[config.mk]
export PLATFORM = sky130hd
export DESIGN_NAME = muldiv_ctrl_flat
export DESIGN_NICKNAME = d
export VERILOG_FILES = /design/src/rtl/muldiv_ctrl_if.sv /design/src/rtl/muldiv_ctrl.sv /design/src/flat_wrapper.sv
export SDC_FILE = /design/constraint.sdc
export NUM_CORES = 1
export LEC_CHECK = 0
export BUFFER_PORTS_ARGS = -buffer_cell sky130_fd_sc_hd__buf_2
export CORE_MARGIN = 2
export CORE_UTILIZATION = 30
export CTS_BUF_LIST = sky130_fd_sc_hd__clkbuf_8
export DETAILED_ROUTE_END_ITERATION = 7
export HOLD_SLACK_MARGIN = 0.06
export SETUP_SLACK_MARGIN = 0.5
export SLEW_MARGIN = 15
export SYNTH_ARGS = -nofsm -noshare
export SYNTH_HDL_FRONTEND = slang
export SYNTH_SLANG_ARGS = --single-unit
[constraint.sdc]
create_clock -name clk -period 8.7 [get_ports clk]
set_input_delay 0.435 -clock clk [delete_from_list [all_inputs] [get_ports clk]]
set_output_delay 0.435 -clock clk [all_outputs]
set_load 0.02 [all_outputs]
[src/rtl/muldiv_ctrl_if.sv]
// muldiv_ctrl_if: request, HI/LO write and result bundle of the mul/div unit.
// Master issues operations and mthi/mtlo writes; slave returns status and HI/LO.
interface muldiv_ctrl_if #(
  parameter int WIDTH = 32
);
  logic             start;
  logic [3:0]       op;
  logic [WIDTH-1:0] in1;
  logic [WIDTH-1:0] in2;
  logic             wr_hi;
  logic             wr_lo;
  logic [WIDTH-1:0] wr_data;
  logic             busy;
  logic             done;
  logic [WIDTH-1:0] hi;
  logic [WIDTH-1:0] lo;
  logic             dz;

  modport master (
    output start, op, in1, in2,
    output wr_hi, wr_lo, wr_data,
    input  busy, done, hi, lo, dz
  );

  modport slave (
    input  start, op, in1, in2,
    input  wr_hi, wr_lo, wr_data,
    output busy, done, hi, lo, dz
  );
endinterface

[src/rtl/muldiv_ctrl.sv]
// muldiv_ctrl: iterative HI/LO multiply/divide unit (shift-add, restoring).
// One bit per cycle on magnitudes; signs are applied once in the FIX state.
module muldiv_ctrl #(
  parameter int WIDTH = 32
) (
  input logic          clk,
  input logic          rst_n,
  muldiv_ctrl_if.slave bus
);
  localparam int CW = $clog2(WIDTH) + 1;

  typedef enum logic [1:0] {
    IDLE,
    CALC,
    FIX
  } state_t;

  state_t             state_q;
  logic [CW-1:0]      cnt_q;
  logic [2*WIDTH-1:0] acc_q;
  logic [WIDTH-1:0]   mc_q;
  logic               div_q;
  logic               qneg_q;
  logic               rneg_q;
  logic               dzp_q;
  logic               busy_q;
  logic               done_q;
  logic               dz_q;
  logic [WIDTH-1:0]   hi_q;
  logic [WIDTH-1:0]   lo_q;

  logic               accept;
  logic               is_div;
  logic               s1;
  logic               s2;
  logic               zdiv;
  logic [WIDTH-1:0]   mag1;
  logic [WIDTH-1:0]   mag2;

  logic [WIDTH:0]     msum;
  logic [WIDTH:0]     rsh;
  logic               rge;
  logic [WIDTH-1:0]   rsub;
  logic [2*WIDTH-1:0] acc_d;

  logic [2*WIDTH-1:0] prod_s;
  logic [WIDTH-1:0]   quo_s;
  logic [WIDTH-1:0]   rem_s;

  // Request decode: accept, operand signs and magnitudes.
  always_comb begin
    accept = bus.start && (state_q == IDLE)
          && (bus.op[3:2] == 2'b11);
    is_div = bus.op[0];
    s1     = bus.op[1] & bus.in1[WIDTH-1];
    s2     = bus.op[1] & bus.in2[WIDTH-1];
    zdiv   = is_div && (bus.in2 == '0);
    mag1   = s1 ? -bus.in1 : bus.in1;
    mag2   = s2 ? -bus.in2 : bus.in2;
  end

  // One multiply or divide step on the shared accumulator.
  always_comb begin
    msum = {1'b0, acc_q[2*WIDTH-1:WIDTH]}
         + (acc_q[0] ? {1'b0, mc_q} : '0);
    rsh  = {acc_q[2*WIDTH-1:WIDTH], acc_q[WIDTH-1]};
    rge  = rsh >= {1'b0, mc_q};
    rsub = rsh[WIDTH-1:0] - mc_q;
    if (!div_q) begin
      acc_d = {msum, acc_q[WIDTH-1:1]};
    end else if (rge) begin
      acc_d = {rsub, acc_q[WIDTH-2:0], 1'b1};
    end else begin
      acc_d = {rsh[WIDTH-1:0], acc_q[WIDTH-2:0], 1'b0};
    end
  end

  // Sign-corrected results presented to HI/LO in FIX.
  always_comb begin
    prod_s = qneg_q ? -acc_q : acc_q;
    quo_s  = qneg_q ? -acc_q[WIDTH-1:0]
                    : acc_q[WIDTH-1:0];
    rem_s  = rneg_q ? -acc_q[2*WIDTH-1:WIDTH]
                    : acc_q[2*WIDTH-1:WIDTH];
  end

  // Control FSM with registered status, HI/LO and step state.
  always_ff @(posedge clk or negedge rst_n) begin
    if (!rst_n) begin
      state_q <= IDLE;
      cnt_q   <= '0;
      acc_q   <= '0;
      mc_q    <= '0;
      div_q   <= 1'b0;
      qneg_q  <= 1'b0;
      rneg_q  <= 1'b0;
      dzp_q   <= 1'b0;
      busy_q  <= 1'b0;
      done_q  <= 1'b0;
      dz_q    <= 1'b0;
      hi_q    <= '0;
      lo_q    <= '0;
    end else begin
      done_q <= 1'b0;
      unique case (state_q)
        IDLE: begin
          if (accept) begin
            div_q  <= is_div;
            qneg_q <= s1 ^ s2;
            rneg_q <= s1 & is_div;
            dzp_q  <= zdiv;
            dz_q   <= 1'b0;
            cnt_q  <= '0;
            busy_q <= 1'b1;
            if (is_div) begin
              mc_q  <= mag2;
              acc_q <= {{WIDTH{1'b0}}, mag1};
            end else begin
              mc_q  <= mag1;
              acc_q <= {{WIDTH{1'b0}}, mag2};
            end
            state_q <= zdiv ? FIX : CALC;
          end else begin
            if (bus.wr_hi) hi_q <= bus.wr_data;
            if (bus.wr_lo) lo_q <= bus.wr_data;
          end
        end
        CALC: begin
          acc_q <= acc_d;
          cnt_q <= cnt_q + CW'(1);
          if (cnt_q == CW'(WIDTH - 1)) begin
            state_q <= FIX;
          end
        end
        FIX: begin
          if (dzp_q) begin
            hi_q <= '0;
            lo_q <= '0;
            dz_q <= 1'b1;
          end else if (div_q) begin
            hi_q <= rem_s;
            lo_q <= quo_s;
          end else begin
            hi_q <= prod_s[2*WIDTH-1:WIDTH];
            lo_q <= prod_s[WIDTH-1:0];
          end
          done_q  <= 1'b1;
          busy_q  <= 1'b0;
          state_q <= IDLE;
        end
        default: begin
          busy_q  <= 1'b0;
          state_q <= IDLE;
        end
      endcase
    end
  end

  assign bus.busy = busy_q;
  assign bus.done = done_q;
  assign bus.hi   = hi_q;
  assign bus.lo   = lo_q;
  assign bus.dz   = dz_q;
endmodule

[src/flat_wrapper.sv]
// flat-port wrapper written by rule: the top's interface ports become plain ports
module muldiv_ctrl_flat 
#(
  parameter int WIDTH = 32
)
  (clk, rst_n, bus_start, bus_op, bus_in1, bus_in2, bus_wr_hi, bus_wr_lo, bus_wr_data, bus_busy, bus_done, bus_hi, bus_lo, bus_dz);
  muldiv_ctrl_if #(.WIDTH(WIDTH)) bus_i ();
  input logic clk;
  input logic rst_n;
  input wire logic [$bits(bus_i.start)-1:0] bus_start;
  input wire logic [$bits(bus_i.op)-1:0] bus_op;
  input wire logic [$bits(bus_i.in1)-1:0] bus_in1;
  input wire logic [$bits(bus_i.in2)-1:0] bus_in2;
  input wire logic [$bits(bus_i.wr_hi)-1:0] bus_wr_hi;
  input wire logic [$bits(bus_i.wr_lo)-1:0] bus_wr_lo;
  input wire logic [$bits(bus_i.wr_data)-1:0] bus_wr_data;
  output wire logic [$bits(bus_i.busy)-1:0] bus_busy;
  output wire logic [$bits(bus_i.done)-1:0] bus_done;
  output wire logic [$bits(bus_i.hi)-1:0] bus_hi;
  output wire logic [$bits(bus_i.lo)-1:0] bus_lo;
  output wire logic [$bits(bus_i.dz)-1:0] bus_dz;
  assign bus_i.start = bus_start;
  assign bus_i.op = bus_op;
  assign bus_i.in1 = bus_in1;
  assign bus_i.in2 = bus_in2;
  assign bus_i.wr_hi = bus_wr_hi;
  assign bus_i.wr_lo = bus_wr_lo;
  assign bus_i.wr_data = bus_wr_data;
  assign bus_busy = bus_i.busy;
  assign bus_done = bus_i.done;
  assign bus_hi = bus_i.hi;
  assign bus_lo = bus_i.lo;
  assign bus_dz = bus_i.dz;
  muldiv_ctrl #(.WIDTH(WIDTH)) u_core (.clk(clk), .rst_n(rst_n), .bus(bus_i));
endmodule
==> results of run 1 <==
## flip-flops by register name, indices dropped and copies added, names as in the netlist, 2 cells and up
name and cells:
u_core.acc_q 64, u_core.bus.hi 32, u_core.bus.lo 32, u_core.cnt_q 6, u_core.mc_q 32, u_core.state_q 2
## logic make-up (layout without fill, tap and decap cells)
kind of cell    count (synthesis)  count (layout)  synth area share
compound gates                658             658             0.275
mux                            46              46            0.0307
flops                         175             175             0.290
other cells                     0               4                 0
simple gates                  641             641             0.192
fa+ha+maj                      71              71            0.0598
buf+inv                       198             295            0.0503
xor+xnor                      175             175             0.101
## cells in the final DEF, fill, tap and decap left out, drive strengths merged, types with 24 or more instances in the layout
cell type and count:
a211oi 28, a21o 25, a21oi 166, a22oi 62, a31oi 36, buf 188, dfrtp 175, ha 69
inv 82, mux2i 43, nand2 225, nand3 37, nor2 207, nor3 40, o211ai 29, o21ai 176
o221ai 24, o31ai 26, xnor2 82, xor2 93
## final cells by class
class	instances	area [µm²]
timing repair buffer	189	1000
clock inverter	15	168
fill	5295	33100
inverter	74	278
antenna	4	10.0
multi-input combinational	1591	10000
sequential	175	4380
tap	672	841
clock buffer	17	234
## synthesized netlist by cell type, types with 11 or more instances
master,n
a21oi_1,166
nand4_1,18
nor4_1,19
or4_1,12
nor2_1,207
a31oi_1,36
ha_1,69
nor3_1,39
mux2i_1,43
or3_1,18
a22oi_1,61
and3_1,11
o21bai_1,12
nand2b_1,13
o21a_1,12
dfrtp_1,175
o21ai_0,169
o41ai_1,11
xnor2_1,82
o211ai_1,29
nand3_1,37
a21o_1,25
o31ai_1,26
o221ai_1,24
inv_1,72
a211oi_1,28
clkbuf_1,110
nand2_1,225
xor2_1,93
## routing by layer
layer | GRT usage | wire length, µm
met1 | 0.297 | 26200
met2 | 0.344 | 25900
met3 | 0.0309 | 3820
met4 | 0.0899 | 2280
met5 | 0 | 27
## power by group
part	total, µW	switching [µW]	internal, µW
Clock	615	373	242
Sequential	1710	510	1200
Combinational	4820	3090	1730
Total	7140	3980	3170
## stage by stage
stage	setup slack, ns	hold slack [ns]	total power [µW]	utilization
floorplan	5.44	0.139	4970	-
global placement	4.64	0.430	6400	0.330
detailed placement	4.65	0.425	6420	0.330
CTS	4.59	0.224	7040	0.338
global route	4.22	0.253	7660	0.338
finish	4.53	0.236	7140	0.338
## final timing paths
check                                                   from                       endpoint  slack (ns)  depth (start not counted)
worst max-delay path            u_core.acc_q[39]$_DFFE_PN0P_   u_core.acc_q[58]$_DFFE_PN0P_        4.53                         10
worst max register to register  u_core.acc_q[39]$_DFFE_PN0P_   u_core.acc_q[58]$_DFFE_PN0P_        4.53                         10
min in group asynchronous                              rst_n   u_core.bus.lo[0]$_DFFE_PN0P_        0.44                          2
worst min-delay path                         bus_wr_data[15]  u_core.bus.lo[15]$_DFFE_PN0P_        0.24                          3
worst min register to register   u_core.cnt_q[5]$_DFFE_PN0P_    u_core.cnt_q[5]$_DFFE_PN0P_        0.48                          1
max in group asynchronous                              rst_n       u_core.div_q$_DFFE_PN0P_        6.23                          4
## critical path: stages (launching register included)
cell and delay, ns:
dfrtp_1 0.60, ha_1 0.37, a21oi_1 0.18, o21ai_0 0.16
a221oi_1 0.52, o211ai_1 0.14, o21ai_0 0.30, o21ba_2 0.88
clkinv_1 0.49, mux2i_1 0.25, o221ai_1 0.13
## repair_timing
action,in CTS,in global routing
hold buffers,1,0
resized for setup,0,0
setup buffers,0,0
hold endpoints to repair,57,0
==> flow_summary.yaml, run 1 <==
run_status:
  status: "finished, final reports clean"
drt:
  antenna_left: 0
  vias: 15468
  drt_wl_total_mm: 58.3
  drc_errors: 0
  vias_per_cell: 5.65
  first_iter_violations: 1414
  dr.pass1.iters: 5
  wl_per_cell_um: 21.3
cts:
  htreeDepth: 4
  clockBufferDepth: 2
  clk_latency_ns: 0.52
  cts_root_buf: "clkbuf_8"
  cts_num_sinks: 175
  cts_tree: "yes"
  cts.clk_slew.worst_paths_ns: 0.11
  cts_buffers: 17
setup_path:
  endpoint_kind: "flop"
  required_ns: 9.07
  critPathLaunchType: "flop"
  crit_fanout: 43
  worstPathArrival_ns: 4.54
  crit_type: "reg -> reg"
global_route:
  first_global_vias: 14616
  grt_antenna_before_repair: 7
  grt_pass1_wl_mm: 89.2
  globalRoute.totalOverflow: 0
  grt_use_total: 0.217
  grt_start_max_net_pins: 95
floorplanning:
  ios: 172
  fp.dieW_um: 228
  die_h_um: 228
  dieArea_mm2: 0.0522
  start_util: 0.302
  core-area_mm2: 0.0500
  rows: 82
timing:
  timing_max_transition_violations_final: 0
  tns_ns: 0
  fmax_mhz: 240
  tightest_slew_ns: 1.13
  fin_crit_ns: 4.17
  max_slew_margin: 0.249
  finClkSkew_ns: 0.0264
  finalSetupViolations: 0
  period_share: 0.480
  hold_viol: 0
  grt_setup_unrepaired: "false"
logic_synthesis:
  synthesis.area_mm2: 0.0151
  synth_ff_type: "dfrtp_1"
  syn-num-nets: 2140
  ys_types: 77
  yosysTopAreaCell: "dfrtp_1"
  yosysTopAreaCellShare: 0.290
  synth-seq-area-share: 0.290
  postSynthAreaPerCell_um2: 7.69
  synthTopCellsByArea: "dfrtp_1, ha_1, o21ai_0, nand2_1, a21oi_1"
  yosys_warnings: 0
  synth_edf_count: 0
  ys_ff_latch: 175
  syn_inst: 1964
  synth_async_sr_flop_share: 1.00
placed_design:
  place_congestion: 0.949
  post_dp_cell_area_mm2: 0.0165
  numPortBuffers: 171
  dp_cells: 2700
  dp_hpwl_mm: 45.4
power:
  vdd_drop_max_uv: 137
  p_leak_uw: 0.00730
  pwr_density_cell_mw_per_mm2: 423
min_path:
  min_path_type: "in -> reg"
layout:
  post-route-cell-area_mm2: 0.0169
  area_delta_synth_final_pct: 11.9
  fin_nets: 2224
  drive_gt1_frac: 0.123
  fin_cells: 2737
run:
  cap_violations: 0
(Power assumes the default switching activity.)
==> inputs of run 2 (changes only) <==
==> constraint.sdc (replaced) <==
create_clock -name clk -period 3.9 [get_ports clk]
set_input_delay 0.195 -clock clk [delete_from_list [all_inputs] [get_ports clk]]
set_output_delay 0.195 -clock clk [all_outputs]
set_load 0.02 [all_outputs]
==> run 2 against run 1 <==
  * Wire length increased by 3.5%
  * Clock skew down 0.0089 ns
  * Largest cell class unchanged
  * Worst hold slack worse by 0.15 ns
  * Critical path depth decreased by 1
  * Utilization grew 1.8 points
==> flow_summary.yaml, run 2 (synthesized netlist as in run 1, its figures left out) <==
run_status:
  status: "finished, final reports clean"
floorplanning:
  core-area_mm2: 0.0500
  fp.dieW_um: 228
  die_h_um: 228
  rows: 82
  start_util: 0.302
  ios: 172
  dieArea_mm2: 0.0522
layout:
  fin_cells: 2821
  area_delta_synth_final_pct: 18.0
  drive_gt1_frac: 0.155
  final_common_cell: "nand2_1"
  top_register: "u_core.acc_q"
  mostFrequentLayoutCells: "nand2_1, nor2_1, dfrtp_1, buf_2, o21ai_0"
  fin_nets: 2309
  largest_reg_flops: 64
power:
  p_comb_frac: 0.697
  p_sw_frac: 0.545
  seq_power_share: 0.217
  vdd_drop_max_uv: 381
  intPower_uw: 7550
  clockPowerShare: 0.085
  pwr_density_cell_mw_per_mm2: 931
  p_leak_uw: 0.00773
  p_switching_uw: 9040
cts:
  htreeDepth: 4
  cts_num_sinks: 175
  cts_tree: "yes"
  clk_latency_ns: 0.54
  cts.clk_slew.worst_paths_ns: 0.11
  cts_setup_buffers: 0
  clockBufferDepth: 2
  cts_buffers: 17
  cts_root_buf: "clkbuf_8"
timing:
  tns_ns: 0
  fmax_mhz: 307
  fin_crit_ns: 3.26
  tightest_slew_ns: 1.00
  timing_max_transition_violations_final: 0
  period_share: 0.836
  hold_viol: 0
  finalSetupViolations: 0
  finClkSkew_ns: 0.0175
  max_slew_margin: 0.330
  timing.hold.ws_ns: 0.0812
  grt_setup_unrepaired: "true"
drt:
  dr_wl_met2_mm: 27.2
  drc_errors: 0
  dr.pass1.iters: 6
  vias_per_cell: 5.64
  antenna_left: 0
  vias: 15903
  drt_wl_total_mm: 60.4
  highest_layer: "met5"
  wl_per_cell_um: 21.4
  first_iter_violations: 1307
  drt-met1-wl_mm: 26.9
  wl_met3_mm: 4.10
setup_path:
  rr_endpoint: "u_core.bus.hi[20]$_DFFE_PN0P_"
  max_stage_delay_ns: 0.62
  worstPathArrival_ns: 3.65
  timing.rr.start: "u_core.acc_q[2]$_DFFE_PN0P_"
  rr_worst_depth: 9
  path_delay_family: "simple AND/OR/NAND/NOR gates"
  worst_path_most_repeated_cell: "o21ai_1"
  r2r_slack_ns: 0.64
  path_cells: "or3_4 -> or3b_1 -> or4b_4 -> o41ai_4 -> a21boi_2 -> o21ai_1 -> xor2_1 -> a22oi_2 -> o21ai_1"
  crit_type: "reg -> reg"
  endpoint_kind: "flop"
  crit_buf_inv: 0
  critPathSlowestCell: "or4b_4"
  crit_fanout: 7
  required_ns: 4.29
  critPathLaunchType: "flop"
global_route:
  first_global_vias: 15126
  grt_antenna_before_repair: 7
  grt_start_max_net_pins: 108
  grt_pass1_wl_mm: 91.5
  grt_use_total: 0.226
  globalRoute.totalOverflow: 0
placed_design:
  dp_cells: 2752
  dp_hpwl_mm: 47.7
  numPortBuffers: 171
  place_congestion: 0.987
min_path:
  hold_path.startpoint: "bus_wr_data[1]"
  min_to: "u_core.bus.hi[1]$_DFFE_PN0P_"
  min_path_type: "in -> reg"
  hold_path_depth: 3
run:
  cap_violations: 0
run 2: cell types whose count changed in the layout (fill, tap and decap cells not counted), sizes merged:
cell / before / now
clkbuf: 17 / 18
clkinv: 4 / 3
dlygate4sd3: 1 / 34
buf: 188 / 240
bufinv: 1 / 2
clkinvlp: 2 / 0
run 2: worst max path at each step:
stage                                      from                            end  slack [ns]  cells past startpoint
floorplan           u_core.acc_q[0]$_DFFE_PN0P_   u_core.acc_q[63]$_DFFE_PN0P_        0.64                     14
global placement    u_core.acc_q[2]$_DFFE_PN0P_  u_core.bus.hi[31]$_DFFE_PN0P_        0.46                      9
detailed placement  u_core.acc_q[0]$_DFFE_PN0P_   u_core.acc_q[61]$_DFFE_PN0P_        0.39                     14
CTS                 u_core.acc_q[0]$_DFFE_PN0P_   u_core.acc_q[61]$_DFFE_PN0P_        0.50                     14
global route        u_core.acc_q[0]$_DFFE_PN0P_   u_core.acc_q[57]$_DFFE_PN0P_        0.47                     13
finish              u_core.acc_q[2]$_DFFE_PN0P_  u_core.bus.hi[20]$_DFFE_PN0P_        0.64                      9
run 2: what timing repair did:
item	in CTS	in global routing
setup endpoints to repair	8	40
hold endpoints to repair	147	1
resized for setup	5	36
hold buffers	33	1
pin swaps	0	3
run 2: worst min-delay path: cells and delay by family:
family | cells | cell delay [ns]
AO/OA/AOI/OAI | 2 | 0.25
buffers and inverters | 1 | 0.13
run 2: per-stage QoR:
stage	utilization	area, µm²	setup slack, ns	power, µW
3_5_place_dp	0.338	16900	0.386	14800
6_report	0.357	17800	0.638	16600
2_1_floorplan	-	15100	0.639	11100
3_3_place_gp	0.338	16900	0.458	14700
4_1_cts	0.353	17700	0.502	16200
5_1_grt	0.357	17800	0.465	17800
run 2: cell type report:
type | count | area (µm²)
fillers | 5296 | 32100
multi-input cells | 1591 | 10100
flip-flops and latches | 175 | 4380
repair buffers | 274 | 1750
well taps | 672 | 841
inverters | 74 | 278
clock buffers | 18 | 248
clock inverters | 13 | 171
diodes | 4 | 10.0
run 2: power by group through the flow:
stage          Sequential (µW)  Combinational [µW]  Clock (µW)
3_3_place_gp              3580               11100           0
5_1_grt                   3710               12600        1490
3_5_place_dp              3600               11200           0
4_1_cts                   3560               11300        1430
2_1_floorplan             3680                7400           0
6_report                  3600               11600        1420
run 2: routing by layer:
layer | vias up | GRT usage
met2 | 668 | 0.360
met3 | 103 | 0.0366
met5 | - | 0
met1 | 7659 | 0.306
li1 | 7467 | -
met4 | 6 | 0.0842
